### src/rtl/cake_game.sv
// ---------------------------------------------------------------------------
// cake_game: BitBakery cake-assembly minigame.
// Each round shows one ingredient from a fixed recipe. The player must press
// exactly that button before the round timer expires. The game tracks the
// score and raises pronto once all rounds have been played.
//
// Ports:
//   clock        system clock, rising-edge active
//   reset        asynchronous active-low reset
//   jogar        start request, sampled in INICIAL and FIM
//   dificuldade  0 = easy, 1 = hard; latched in PREPARA
//   botoes[6:0]  ingredient buttons, active-high
//   estado[3:0]  current FSM state code
//   jogadas[6:0] one-hot target (MOSTRA/ESPERA) or captured press (ACERTO/ERRO)
//   pontuacao[2:0] number of correct rounds, saturating at 7
//   pronto       high while in FIM
// ---------------------------------------------------------------------------
module cake_game #(
  parameter int unsigned TEMPO_FACIL     = 3000,
  parameter int unsigned TEMPO_DIFICIL   = 1500,
  parameter int unsigned RODADAS_FACIL   = 4,
  parameter int unsigned RODADAS_DIFICIL = 7
) (
  input  logic       clock,
  input  logic       reset,
  input  logic       jogar,
  input  logic       dificuldade,
  input  logic [6:0] botoes,
  output logic [3:0] estado,
  output logic [6:0] jogadas,
  output logic [2:0] pontuacao,
  output logic       pronto
);

  localparam int unsigned NB        = 7;
  localparam int unsigned TEMPO_MAX = (TEMPO_FACIL > TEMPO_DIFICIL) ? TEMPO_FACIL : TEMPO_DIFICIL;
  localparam int unsigned TW        = (TEMPO_MAX > 2) ? $clog2(TEMPO_MAX) : 1;

  typedef enum logic [3:0] {
    INICIAL = 4'd0,
    PREPARA = 4'd1,
    MOSTRA  = 4'd2,
    ESPERA  = 4'd3,
    ACERTO  = 4'd4,
    ERRO    = 4'd5,
    PROXIMA = 4'd6,
    FIM     = 4'd7
  } estado_t;

  estado_t         r_estado;
  logic [TW-1:0]   r_tempo;
  logic [2:0]      r_rodada;
  logic [2:0]      r_pontos;
  logic            r_dif;
  logic            r_pronto;
  logic [NB-1:0]   r_botoes_ant;
  logic [NB-1:0]   r_alvo;
  logic [NB-1:0]   r_jogadas;

  logic            w_evento;
  logic [TW-1:0]   w_limite;
  logic [2:0]      w_ultima;
  logic [2:0]      w_rodada_prox;

  // Recipe ROM: round index -> one-hot ingredient.
  function automatic logic [6:0] f_alvo(input logic [2:0] idx);
    case (idx)
      3'd0:    f_alvo = 7'b0000001;
      3'd1:    f_alvo = 7'b0001000;
      3'd2:    f_alvo = 7'b0100000;
      3'd3:    f_alvo = 7'b0000010;
      3'd4:    f_alvo = 7'b1000000;
      3'd5:    f_alvo = 7'b0000100;
      3'd6:    f_alvo = 7'b0010000;
      default: f_alvo = 7'b0000001;
    endcase
  endfunction

  // A press only counts on a rising edge of "any button down".
  assign w_evento      = (r_botoes_ant == '0) && (botoes != '0);
  assign w_limite      = r_dif ? TW'(TEMPO_DIFICIL - 1) : TW'(TEMPO_FACIL - 1);
  assign w_ultima      = r_dif ? 3'(RODADAS_DIFICIL - 1) : 3'(RODADAS_FACIL - 1);
  assign w_rodada_prox = r_rodada + 3'd1;

  // Game FSM; every output is set on the edge that enters its state.
  always_ff @(posedge clock or negedge reset) begin
    if (!reset) begin
      r_estado     <= INICIAL;
      r_tempo      <= '0;
      r_rodada     <= '0;
      r_pontos     <= '0;
      r_dif        <= 1'b0;
      r_pronto     <= 1'b0;
      r_botoes_ant <= '0;
      r_alvo       <= '0;
      r_jogadas    <= '0;
    end else begin
      r_botoes_ant <= botoes;
      case (r_estado)
        INICIAL: begin
          if (jogar) begin
            r_estado <= PREPARA;
            r_pontos <= '0;
          end
        end
        PREPARA: begin
          r_pontos  <= '0;
          r_rodada  <= '0;
          r_tempo   <= '0;
          r_dif     <= dificuldade;
          r_jogadas <= f_alvo(3'd0);
          r_estado  <= MOSTRA;
        end
        MOSTRA: begin
          r_alvo    <= f_alvo(r_rodada);
          r_jogadas <= f_alvo(r_rodada);
          r_tempo   <= '0;
          r_estado  <= ESPERA;
        end
        ESPERA: begin
          r_tempo <= r_tempo + TW'(1);
          // A press in the final timer cycle still wins over the timeout.
          if (w_evento) begin
            r_jogadas <= botoes;
            r_estado  <= (botoes == r_alvo) ? ACERTO : ERRO;
          end else if (r_tempo == w_limite) begin
            r_jogadas <= '0;
            r_estado  <= ERRO;
          end
        end
        ACERTO: begin
          if (r_pontos != 3'd7) begin
            r_pontos <= r_pontos + 3'd1;
          end
          r_jogadas <= '0;
          r_estado  <= PROXIMA;
        end
        ERRO: begin
          r_jogadas <= '0;
          r_estado  <= PROXIMA;
        end
        PROXIMA: begin
          if (r_rodada == w_ultima) begin
            r_pronto <= 1'b1;
            r_estado <= FIM;
          end else begin
            r_rodada  <= w_rodada_prox;
            r_jogadas <= f_alvo(w_rodada_prox);
            r_estado  <= MOSTRA;
          end
        end
        FIM: begin
          if (jogar) begin
            r_pronto <= 1'b0;
            r_pontos <= '0;
            r_estado <= PREPARA;
          end
        end
        default: begin
          r_jogadas <= '0;
          r_pronto  <= 1'b0;
          r_estado  <= INICIAL;
        end
      endcase
    end
  end

  assign estado    = r_estado;
  assign jogadas   = r_jogadas;
  assign pontuacao = r_pontos;
  assign pronto    = r_pronto;

endmodule

### config.mk
export PLATFORM = sky130hd
export DESIGN_NAME = cake_game
export DESIGN_NICKNAME = d
export VERILOG_FILES = /design/src/rtl/cake_game.sv
export SDC_FILE = /design/constraint.sdc
export NUM_CORES = 1
export LEC_CHECK = 0
export ABC_CLOCK_PERIOD_IN_PS = 3700
export CORE_MARGIN = 2
export CORE_UTILIZATION = 45
export CTS_CLUSTER_SIZE = 24
export DETAILED_ROUTE_END_ITERATION = 8
export PLACE_DENSITY = 0.66
export SETUP_SLACK_MARGIN = 0.15
export SYNTH_ARGS = -nofsm -noshare
export SYNTH_HDL_FRONTEND = slang
export SYNTH_SLANG_ARGS = --single-unit
### constraint.sdc
create_clock -name clock -period 3.7 [get_ports clock]
set_clock_uncertainty 0.15 [all_clocks]
set_input_delay 1.11 -clock clock [delete_from_list [all_inputs] [get_ports clock]]
set_output_delay 1.11 -clock clock [all_outputs]
set_load 0.01 [all_outputs]
==> impl_metrics.env <==
export IMPL_fp_dieH_um=78.03
export IMPL_synth_nets=282
export IMPL_p_clk_share_pct=24.2
export IMPL_worst_pin_slew_ns=0.9687
export IMPL_grtUsageTotal_pct=18.37
export IMPL_crit_arrival_ns=3.04
export IMPL_r2r_start="r_botoes_ant[2]"
export IMPL_cp_required_ns=3.74
export IMPL_cts_tree="built"
export IMPL_rsz0062_at_grt="false"
export IMPL_row_count=26
export IMPL_layout_drive_gt1_share_pct=12.06
export IMPL_finalMaxSlewViolations=0
export IMPL_cts_buffers=5
export IMPL_syn_inst=259
export IMPL_period_minus_slack_ns=3.001
export IMPL_finalSetupViolCount=0
export IMPL_synth_edf_count=0
export IMPL_drt_wirelength_per_cell_um=14.41
export IMPL_fin_ws_ns=0.6989
export IMPL_hold_viol_final=0
export IMPL_grt_ovfl_total=0
export IMPL_core_um2=5205
export IMPL_hold_path_end="r_alvo[3]"
export IMPL_htreeDepth=2
export IMPL_grt_pass1_vias=1789
export IMPL_worst_setup_path_type="in2reg"
export IMPL_stdcell_area_um2=2836
export IMPL_grt_max_degree=45
export IMPL_fin_tns_setup_ns=0
export IMPL_dpl_hpwl_um=3699
export IMPL_yosysWarnings=0
export IMPL_clkTransAtPathRegs_ns=0.09
export IMPL_switching_share_pct=35.69
export IMPL_worstPathMaxFanout=7
export IMPL_die_w_um=78.03
export IMPL_die_area_um2=6089
export IMPL_synth_area_um2=2466
export IMPL_detail_route_antenna_nets=0
export IMPL_status="finished clean"
export IMPL_cts_sinks=44
export IMPL_cts_root_buffer="clkbuf_8"
export IMPL_vdd_drop_max_uv=243.0
export IMPL_post_cts_buffers=0
export IMPL_post_route_period_util_pct=81.11
export IMPL_powerDensity_nw_per_um2=548.5
export IMPL_hold_path_depth=2
export IMPL_wl_um=5072
export IMPL_cts_resized=0
export IMPL_rrSetupSlack_ns=1.34
export IMPL_hold_slack_ns=0.3588
export IMPL_syn_to_final_growth_pct=15.02
export IMPL_avgSynthCellArea_um2=9.522
export IMPL_drtPass1Iterations=4
export IMPL_design_power_total_uw=1556
export IMPL_p_leak_uw=0.001287
export IMPL_hold_buffers=0
export IMPL_via_per_inst=5.548
export IMPL_drc=0
export IMPL_antenna_found_initial=0
export IMPL_p_seq_share_pct=44.2
export IMPL_cts_max_path_buffers=2
export IMPL_vias=1953
export IMPL_place_congestion=0.8455
export IMPL_start_util_pct=47.38
export IMPL_yosys_most_used_dff="dfrtp_1"
export IMPL_synthDistinctLibCells=43
export IMPL_hold_path_class="reg2reg"
export IMPL_rr_worst_depth=6
export IMPL_startpoint_type="primary input"
export IMPL_reg2reg_to="jogadas[5]"
export IMPL_synth_seq_cells=44
export IMPL_power_switching_uw=555.3
export IMPL_p_comb_share_pct=31.5
export IMPL_fmax_mhz=333.2
export IMPL_ys_seq_area_share_pct=44.65
export IMPL_port_buffers=24
export IMPL_min_from="r_alvo[3]"
export IMPL_ys_async_sr_fraction_pct=100.0
export IMPL_final_nets=304
export IMPL_slew_headroom_pct=35.42
export IMPL_dp_slack_ns=0.3904
export IMPL_placed_area_um2=2721
export IMPL_pin_count=26
export IMPL_end_kind="flip-flop"
export IMPL_drtIter0Drc=137
export IMPL_diodes=0
export IMPL_grt_pass1_wl_um=8942
export IMPL_p_int_uw=1000
export IMPL_clock_latency_ns=0.30
export IMPL_cap_violations=0
## final cells by class
cell class | instances | area, µm²
Sequential cell | 44 | 1101
Tap cell | 70 | 87.58
Clock inverter | 3 | 46.29
Multi-Input combinational cell | 195 | 1249
Inverter | 9 | 33.78
Fill cell | 508 | 2369
Timing Repair Buffer | 26 | 250.2
Clock buffer | 5 | 68.82
## stage by stage
stage | utilization (%) | std cells
2_1_floorplan | - | 259
6_report | 54.50 | 352
4_1_cts | 54.50 | 352
5_1_grt | 54.50 | 352
3_5_place_dp | 52.28 | 344
3_3_place_gp | 52.28 | 344
## metal layers
| layer | global-route usage [%] | vias up | routed length (µm) |
|---|---|---|---|
| li1 | - | 960 | - |
| met4 | 5.789 | 0 | 66 |
| met3 | 3.793 | 7 | 169 |
| met1 | 28.68 | 948 | 2646 |
| met5 | 0 | - | 0 |
| met2 | 25.34 | 38 | 2189 |
## placed cells by master, fill, tap and decap left out, types with 2 or more instances in the layout
master	n
nand3_1	8
nor4_1	4
buf_4	2
clkdlybuf4s50_1	23
and4bb_2	2
o22ai_1	2
xor2_1	9
o21ai_0	28
nor3_1	4
a21oi_1	9
and3_2	4
or2b_2	2
nand2_1	46
clkbuf_8	5
mux2_2	8
inv_1	9
dfrtp_1	44
a21o_1	3
nor2b_1	3
a221o_2	2
nor2_1	15
a31oi_1	5
and3_1	5
or2_2	3
ha_1	12
nand4_1	5
## synthesized netlist by cell type, drive strengths merged (3+ instances only)
master | instances | area share (%)
clkbuf | 9 | 2.6
a21oi | 9 | 1.8
mux2 | 8 | 3.7
a31oi | 5 | 1.3
ha | 12 | 6.1
nand3 | 8 | 1.6
xor2 | 9 | 3.2
dfrtp | 44 | 45
and4bb | 3 | 1.5
nor2b | 3 | 0.76
nor3 | 4 | 0.81
and3 | 9 | 2.5
nor4 | 5 | 1.9
inv | 9 | 1.4
o21ai | 28 | 5.7
nand4 | 5 | 1.3
or2 | 3 | 0.76
nand2 | 46 | 7.0
nor2 | 15 | 2.3
a21o | 3 | 0.91
## power groups by stage
stage	clock network (µW)	logic, µW	registers (µW)
final	377	491	688
after global routing	408	563	711
after CTS	388	493	689
after detailed placement	0	492	699
after global placement	0	488	697
after floorplan	0	377	665
## registers in the layout, summed over array words and instances (netlist names)
signal	flops
estado	3
r_alvo	7
r_rodada	3
jogadas	7
r_tempo	12
pronto	1
pontuacao	3
r_botoes_ant	7
r_dif	1
## cell families after synthesis
kind of cell    count (synthesis)  share of synthesized area, %
simple gates                  105                         21.82
compound gates                 59                         15.32
flops                          44                         44.65
buf+inv                        20                         4.718
fa+ha+maj                      12                         6.088
xor+xnor                        9                         3.197
mux                             9                         4.059
other cells                     1                        0.1521
## critical path: stages
cell	delay [ns]
clkdlybuf4s50_1	0.55
nor4_1	0.09
a21oi_1	0.21
nor2_1	0.13
a311oi_4	0.54
mux2_2	0.39
## worst max-delay path by stage
stage               startpoint         end  cells past startpoint
floorplan            botoes[0]  jogadas[0]                      5
global placement     botoes[0]  jogadas[5]                      6
detailed placement   botoes[3]  jogadas[3]                      6
CTS                  botoes[3]  jogadas[3]                      6
global route         botoes[3]  jogadas[2]                      6
finish               botoes[3]  jogadas[5]                      6
(Power assumes the default switching activity.)
